<file path="config.mk">
export PLATFORM = sky130hd
export DESIGN_NAME = pd_block_assembler_flat
export DESIGN_NICKNAME = d
export VERILOG_FILES = /design/src/rtl/pd_block_assembler_if.sv /design/src/rtl/pd_block_assembler.sv /design/src/flat_wrapper.sv
export SDC_FILE = /design/constraint.sdc
export NUM_CORES = 1
export LEC_CHECK = 0
export ABC_AREA = 1
export CAP_MARGIN = 20
export CORE_AREA = 2 2 269 271
export CTS_CLUSTER_DIAMETER = 120
export DETAILED_ROUTE_END_ITERATION = 10
export DIE_AREA = 0 0 271 273
export GPL_ROUTABILITY_DRIVEN = 0
export SLEW_MARGIN = 20
export SYNTH_ARGS = -nofsm -noshare
export SYNTH_HDL_FRONTEND = slang
export SYNTH_SLANG_ARGS = --single-unit
</file>
<file path="constraint.sdc">
create_clock -name clk -period 1.6 [get_ports clk]
set_input_delay 0.4 -clock clk [delete_from_list [all_inputs] [get_ports clk]]
set_output_delay 0.4 -clock clk [all_outputs]
set_load 0.05 [all_outputs]
</file>
<file path="src/rtl/pd_block_assembler_if.sv">
// Receive-path and hash-core signals of the block assembler, grouped as one bundle.
// The slave side is the assembler. The master side is the upstream stage together with the hash core.
interface pd_block_assembler_if;
  // valid/ready: a word moves on a rising edge only when in_valid && in_ready;
  // in_ready depends on FSM state alone, never on in_valid, and in_word is
  // don't-care while in_ready is low.
  logic         abort;
  logic         in_valid;
  logic [31:0]  in_word;
  logic         in_ready;
  logic         hash_done;
  logic [1:0]   hash_select;
  logic [511:0] chunk_1;
  logic [127:0] chunk_2;
  logic         start_hash;
  logic         block_done;
  logic         timeout_err;

  modport slave (
    input  abort, in_valid, in_word, hash_done,
    output in_ready, hash_select, chunk_1, chunk_2, start_hash, block_done, timeout_err
  );

  modport master (
    output abort, in_valid, in_word, hash_done,
    input  in_ready, hash_select, chunk_1, chunk_2, start_hash, block_done, timeout_err
  );
endinterface

</file>
<file path="src/rtl/pd_block_assembler.sv">
// Collects a 20-word block header into chunk_1/chunk_2 and sequences the two-pass hash.
// The current FSM state is visible on dbg_state.
module pd_block_assembler #(
  parameter int HASH_TIMEOUT = 1024
) (
  input  logic                   clk,
  input  logic                   rst,
  pd_block_assembler_if.slave    bus,
  output logic [2:0]             dbg_state
);

  typedef enum logic [2:0] {
    S_LOAD  = 3'd0,
    S_HASH1 = 3'd1,
    S_WAIT1 = 3'd2,
    S_HASH2 = 3'd3,
    S_WAIT2 = 3'd4,
    S_DONE  = 3'd5
  } state_t;

  localparam int TW = $clog2(HASH_TIMEOUT + 1);
  localparam logic [TW-1:0] TMO_LAST = TW'(HASH_TIMEOUT - 1);

  state_t         state, state_nxt;
  logic [4:0]     word_cnt;
  logic [TW-1:0]  tmo_cnt;
  logic           accept;
  logic           tmo_hit;
  logic           ready_c;
  logic           start_c;
  logic           done_c;
  logic           sel_c;
  logic           err_q;
  logic [511:0]   chunk_1_q;
  logic [127:0]   chunk_2_q;

  always_comb begin
    state_nxt = state;
    accept    = 1'b0;
    tmo_hit   = 1'b0;
    ready_c   = 1'b0;
    start_c   = 1'b0;
    done_c    = 1'b0;
    sel_c     = 1'b0;
    case (state)
      S_LOAD: begin
        ready_c = 1'b1;
        accept  = bus.in_valid;
        if (bus.in_valid && word_cnt == 5'd19) state_nxt = S_HASH1;
      end
      S_HASH1: begin
        start_c   = 1'b1;
        state_nxt = S_WAIT1;
      end
      S_WAIT1: begin
        // hash_done beats a timeout that expires in the same cycle
        if (bus.hash_done) state_nxt = S_HASH2;
        else if (tmo_cnt == TMO_LAST) begin
          tmo_hit   = 1'b1;
          state_nxt = S_LOAD;
        end
      end
      S_HASH2: begin
        sel_c     = 1'b1;
        start_c   = 1'b1;
        state_nxt = S_WAIT2;
      end
      S_WAIT2: begin
        sel_c = 1'b1;
        if (bus.hash_done) state_nxt = S_DONE;
        else if (tmo_cnt == TMO_LAST) begin
          tmo_hit   = 1'b1;
          state_nxt = S_LOAD;
        end
      end
      S_DONE: begin
        done_c    = 1'b1;
        state_nxt = S_LOAD;
      end
      default: state_nxt = S_LOAD;
    endcase
    // abort discards the block but keeps the chunks and the error flag
    if (bus.abort) begin
      state_nxt = S_LOAD;
      accept    = 1'b0;
      tmo_hit   = 1'b0;
      start_c   = 1'b0;
      done_c    = 1'b0;
    end
  end

  always_ff @(posedge clk) begin
    if (rst) begin
      state     <= S_LOAD;
      word_cnt  <= 5'd0;
      tmo_cnt   <= '0;
      err_q     <= 1'b0;
      chunk_1_q <= '0;
      chunk_2_q <= '0;
    end else begin
      state <= state_nxt;

      if (bus.abort || tmo_hit) word_cnt <= 5'd0;
      else if (accept) word_cnt <= (word_cnt == 5'd19) ? 5'd0 : word_cnt + 5'd1;

      if (state == S_WAIT1 || state == S_WAIT2) tmo_cnt <= tmo_cnt + 1'b1;
      else tmo_cnt <= '0;

      if (tmo_hit) err_q <= 1'b1;
      else if (accept) err_q <= 1'b0;

      // Big-endian placement: word 0 lands in the top 32 bits of chunk_1
      if (accept) begin
        for (int i = 0; i < 16; i++)
          if (word_cnt == 5'(i)) chunk_1_q[32*(15-i) +: 32] <= bus.in_word;
        for (int i = 0; i < 4; i++)
          if (word_cnt == 5'(16 + i)) chunk_2_q[32*(3-i) +: 32] <= bus.in_word;
      end
    end
  end

  assign bus.in_ready    = ready_c;
  assign bus.start_hash  = start_c;
  assign bus.block_done  = done_c;
  assign bus.hash_select = {1'b0, sel_c};
  assign bus.timeout_err = err_q;
  assign bus.chunk_1     = chunk_1_q;
  assign bus.chunk_2     = chunk_2_q;
  assign dbg_state       = state;

endmodule

</file>
<file path="src/flat_wrapper.sv">
// flat-port wrapper written by rule: the top's interface ports become plain ports
module pd_block_assembler_flat 
#(
  parameter int HASH_TIMEOUT = 1024
)
  (clk, rst, dbg_state, bus_abort, bus_in_valid, bus_in_word, bus_hash_done, bus_in_ready, bus_hash_select, bus_chunk_1, bus_chunk_2, bus_start_hash, bus_block_done, bus_timeout_err);
  pd_block_assembler_if bus_i ();
  input  logic clk;
  input  logic rst;
  output logic [2:0] dbg_state;
  input wire logic [$bits(bus_i.abort)-1:0] bus_abort;
  input wire logic [$bits(bus_i.in_valid)-1:0] bus_in_valid;
  input wire logic [$bits(bus_i.in_word)-1:0] bus_in_word;
  input wire logic [$bits(bus_i.hash_done)-1:0] bus_hash_done;
  output wire logic [$bits(bus_i.in_ready)-1:0] bus_in_ready;
  output wire logic [$bits(bus_i.hash_select)-1:0] bus_hash_select;
  output wire logic [$bits(bus_i.chunk_1)-1:0] bus_chunk_1;
  output wire logic [$bits(bus_i.chunk_2)-1:0] bus_chunk_2;
  output wire logic [$bits(bus_i.start_hash)-1:0] bus_start_hash;
  output wire logic [$bits(bus_i.block_done)-1:0] bus_block_done;
  output wire logic [$bits(bus_i.timeout_err)-1:0] bus_timeout_err;
  assign bus_i.abort = bus_abort;
  assign bus_i.in_valid = bus_in_valid;
  assign bus_i.in_word = bus_in_word;
  assign bus_i.hash_done = bus_hash_done;
  assign bus_in_ready = bus_i.in_ready;
  assign bus_hash_select = bus_i.hash_select;
  assign bus_chunk_1 = bus_i.chunk_1;
  assign bus_chunk_2 = bus_i.chunk_2;
  assign bus_start_hash = bus_i.start_hash;
  assign bus_block_done = bus_i.block_done;
  assign bus_timeout_err = bus_i.timeout_err;
  pd_block_assembler #(.HASH_TIMEOUT(HASH_TIMEOUT)) u_core (.clk(clk), .rst(rst), .bus(bus_i), .dbg_state(dbg_state));
endmodule
</file>
Yosys cells after proc, flatten, opt, wreduce, memory -nomap -nowiden
Cells that the tools add are included.

word-level totals
  memories kept = 0
  register bits after elaboration = 660
  latch bits = 0
  output and inout bits = 649
  ROM bits = 0
  bits of input ports = 37
  word-level logic and storage cells = 105
  RAM bits = 0

cells by class
  reduce and logical (&&, ||, !) cells = 32
  magnitude comparators = 0
  muxes and demuxes = 20
  shifts and indexed selects = 0
  multipliers = 0
  divide/modulo/power cells = 0
  $add $sub $neg = 2
  eq/ne operators = 26
  bitwise logic cells = 1

operators by type and width
  operator               count
  $eq 5x4->1 const B     8
  $reduce_and 2->1       20
  $eq 5x3->1 const B     4
  $eq 5x5->1 const B     4
  $pmux 3 s5             1
  $mux 1                 14
  $mux 3                 4
  $reduce_or 2->1        6
  $add 11x1->11 const B  1
  $eq 11x10->1 const B   1
  $eq 5x2->1 const B     2
  $eq 3x2->1 const B     2
  $eq 3x3->1 const B     2
  $add 5x1->5 const B    1
  $eq 5x1->1 const B     1
  $logic_not 5->1        1
  $mux 5                 1
  $eq 3x1->1 const B     1
  $logic_not 3->1        1
  $logic_or 1x1->1       2
  $ne 2x1->1 const B     1
  $reduce_bool 2->1      1
  $logic_and 1x1->1      1
  $not 1->1              1

Depth between registers and ports, before layout
  word-level depth = 7
  depth in mapped cells = 9
  depth with buffers taken out = 8

Least setup slack after synthesis
Ideal clock, no wire load.

  kind = register to output
  start point = register u_core.state[0] (netlist: u_core.dbg_state[0])
  end point = output bus_block_done
  required time = 1,200 ps
  path buffers = 0
  arrival = 2,193 ps
  slack = -993 ps
  cell stages (with the launch flop) = 4
  path through = dfxtp_1 > inv_1 > or2_2 > nor3_1

between the ends
  cells in the longest elaborated chain, start to end = 3

ends and longest elaborated chain
  element                 RTL line                   source
  start, declared         pd_block_assembler.sv:24   state_t state, state_nxt;
  start signal, assigned  pd_block_assembler.sv:101  state <= state_nxt;
  $eq 3x3->1              pd_block_assembler.sv:45   case (state)
  $mux 1                  pd_block_assembler.sv:45
  $mux 1                  pd_block_assembler.sv:83   if (bus.abort) begin
  end, declared           flat_wrapper.sv:20         output wire logic [$bits(bus_i.block_done)-1:0] bus_block_done;

No other way between the ends.

Final worst setup path
Ends and elaborated chain as after synthesis.

==> Flow_metrics.wiki <==
{| class="wikitable"
! Metric !! Value
|-
| Die boundary height || 273 um
|-
| Part of the total power dissipated in sequential elements || 43.9%
|-
| Share of total power in the clock network || 47.3%
|-
| Non-Filler Instances || 4901
|-
| CP arrival || 1710 ps
|-
| Reg-to-Reg End || u_core.bus.chunk_1[263]
|-
| Power per Cell Area || 757.9 nW/um^2
|-
| Final number of hold-violating endpoints || 0
|-
| Chip Width || 271 um
|-
| Initial Util || 33.83%
|-
| Tightest slew margin relative to the limit || 47.12%
|-
| Total congestion overflow after global routing || 0
|-
| Distinct cell type count of the synthesized netlist || 28
|-
| Clock slew at reported path FFs || 60 ps
|-
| CP Data Required Time || 1200 ps
|-
| Via density per instance || 5.563
|-
| Global router's overall resource usage || 31.75%
|-
| Layout Skew || 20.97 ps
|-
| Clk sinks || 660
|-
| CTS tree || yes
|-
| Setup WS post-layout || -509.0 ps
|-
| Slack of the worst reg-to-reg path || -410 ps
|-
| Crit. End Element || primary output
|-
| Highest-count cells in the layout ignoring fill and taps || 783 x buf_12, 652 x dfxtp_1, 391 x nand2_1
|-
| Net Sw Frac || 25.37%
|-
| Status || finished with violations
|-
| Initial antenna violation count || 3
|-
| Average footprint of a synthesized cell || 7.812 um^2
|-
| Antenna-violating nets left || 0
|-
| Setup repair after global routing missed its margin || yes
|-
| Detailed-placement wirelength estimate || 71.47 mm
|-
| Detailed-router iteration count before antenna repair || 6
|-
| Worst setup path endpoint || bus_block_done
|-
| Area used by multi-input combinational logic || 12840 um^2
|-
| Post-layout total power || 37800 uW
|-
| Cell row count || 98
|-
| Library cell with the largest summed area after synthesis || dfxtp_1
|-
| Maximum number of pins on one net before global-route repair || 69
|-
| Crit start category || flop
|-
| Final non-filler cell area || 49870 um^2
|-
| Share of final-layout standard cells stronger than drive strength 1 || 45.58%
|-
| Largest driver fanout on the critical path || 2
|-
| Post-synthesis instance area || 24020 um^2
|-
| Startpoint of the worst-slack reg-to-reg timing path || u_core.dbg_state[0]
|-
| Relative contribution of combinational cells to total power || 8.9%
|-
| Fraction of synthesis flops using an asynchronous set or reset pin || 0%
|-
| Start-to-end type of the worst setup path || reg -> out
|-
| Seq cells post-synth || 660
|-
| Post-synthesis cell count || 3074
|-
| Leakage power figure || 0.01728 uW
|-
| Internal portion of total power || 28210 uW
|-
| Number of nets at the end of the flow || 3937
|-
| Routed wire length per instance || 27.72 um
|-
| Net load switching power || 9588 uW
|-
| Worst slew pin tran || 793.2 ps
|-
| Worst hold margin || 223.1 ps
|-
| Synth Net Count || 3117
|-
| Htree depth || 3
|-
| Most common cell after layout, fill and taps aside || buf_12
|-
| Worst skew pair latency || 630 ps
|-
| # port buffers || 684
|-
| Portion of synthesized cell area occupied by the leading cell type || 55.02%
|-
| Max_cap viols || 0
|-
| Synthesis-to-layout area growth || 107.7%
|-
| Library cell used as clock root buffer || clkbuf_16
|-
| Via Count || 27270
|-
| Dominant synthesized flop cell || dfxtp_1
|-
| Total length of routed wires || 135.9 mm
|-
| Maximum count of clock buffers along a single path || 3
|-
| Number of design-rule violations left by the first detailed-router iteration || 2588
|-
| Count of fill cells added during filler insertion || 4682
|-
| Source of the critical timing path || u_core.dbg_state[0]
|-
| Ys Warns || 0
|-
| Failing checks || setup timing
|-
| Upper clock frequency limit || 0.4742 GHz
|-
| Total Die Area || 73980 um^2
|-
| CORE AREA || 71000 um^2
|-
| Portion of the post-synthesis area used by sequential elements || 55.02%
|-
| Max IR drop VDD || 0.9009 mV
|-
| Number of primary I/O pins || 686
|-
| Top post-synthesis cells by area || dfxtp_1 55%, a21oi_1 10%, nand2_1 9.3%
|-
| Final worst-path cycle share || 131.8%
|-
| Setup violation total in the final timing report || 803
|-
| Worst-case reg-to-reg path depth || 13
|-
| Reg area || 13230 um^2
|-
| Number of buffers added by the clock tree synthesis step || 73
|-
| Post-layout min period || 2109 ps
|-
| Placed Instance Area || 39660 um^2
|-
| Vias in the first global route || 25090
|-
| Path type of the worst min-delay path || in -> reg
|-
| Number of enable-type register cells in the synthesized netlist || 0
|-
| Global-route wire length before repair || 174.6 mm
|-
| DRC errors left || 0
|-
| Dpl cells || 4572
|-
| Total count of max-transition violations in the final report || 0
|}
[through the flow]
stage	setup slack (ps)	utilization, %	TNS, ps
after floorplan	-18.08	-	-18.08
after CTS	-527.8	65.34	-182900
after global placement	-694.7	55.86	-379800
after detailed placement	-728.6	55.86	-386930
after global routing	-545.2	70.25	-199700
final	-509.0	70.25	-151720
[what timing repair did]
| item | in CTS | in global routing |
|---|---|---|
| endpoints found under the hold margin | 0 | 0 |
| gates resized for setup | 363 | 749 |
| endpoints found under the setup margin | 753 | 921 |
| buffers inserted | 80 | 39 |
| cloned | 75 | 36 |
| pin swaps | 111 | 198 |
| hold buffers | 0 | 0 |
[kinds of logic after synthesis]
logic type,count (synthesis),share of synthesized area (%)
AOI/OAI and AO/OA,652,13.61
xor gates and xnor gates,2,0.07295
adders and majority gates,6,0.3126
buffers and inverters,339,6.148
DFF,660,55.02
other,1,0.01561
and+or+nand+nor,1414,24.83
[synthesized netlist by cell type (all sizes together) (2+ instances only)]
| cell type | count |
|---|---|
| nand3 | 427 |
| nor3b | 2 |
| nor3 | 15 |
| buf | 103 |
| ha | 6 |
| inv | 31 |
| nand4 | 6 |
| o21ai | 164 |
| nor2 | 363 |
| clkbuf | 204 |
| a21oi | 486 |
| nand2 | 599 |
| dfxtp | 660 |
[per-layer routing]
layer	GRT usage (%)	vias to the layer above	share of wire, %
met4	15.76	0	6.9
met3	10.34	486	10
met5	0	-	0
li1	-	11860	-
met1	36.69	13220	35
met2	52.83	1699	48
[how the worst min path moves through the flow]
| stage | from | to | cells past startpoint |
|---|---|---|---|
| after detailed placement | u_core.tmo_cnt[0] | u_core.tmo_cnt[0] | 1 |
| final | rst | u_core.bus.chunk_1[233] | 3 |
| after floorplan | u_core.tmo_cnt[0] | u_core.tmo_cnt[0] | 1 |
| after CTS | rst | u_core.bus.chunk_1[233] | 3 |
| after global placement | u_core.tmo_cnt[0] | u_core.tmo_cnt[0] | 1 |
| after global routing | rst | u_core.bus.chunk_1[233] | 3 |
[power groups by stage]
stage               clock, uW  sequential, uW  combinational (uW)
floorplan                   0           17100                 781
global placement            0           16900                2190
detailed placement          0           16900                2190
CTS                     17900           16600                3010
global route            18600           16600                3410
finish                  17900           16600                3350
[critical path, cell delays in order, from the launching register on]
cell,delay (ps)
dfxtp_4,350
buf_6,100
inv_2,30
or2_4,250
nor3_4,190
buf_12,170
[flip-flops by register name, summed over array words and instances, names as in the netlist]
signal,flops
u_core.bus.chunk_2,128
u_core.bus.chunk_1,512
u_core.word_cnt,5
u_core.bus.timeout_err,1
u_core.tmo_cnt,11
u_core.dbg_state,3
[cell type report]
type / count / share of cell area, %
multi-input combinational: 2075 / 25.75
tap: 950 / 2.383
clock inverter: 29 / 0.9032
antenna: 2 / 0.01004
clock buffer: 101 / 4.094
timing repair buffer: 1052 / 40.00
inverter: 32 / 0.3236
sequential: 660 / 26.53
Note: power is estimated with default switching activity, not from simulation.
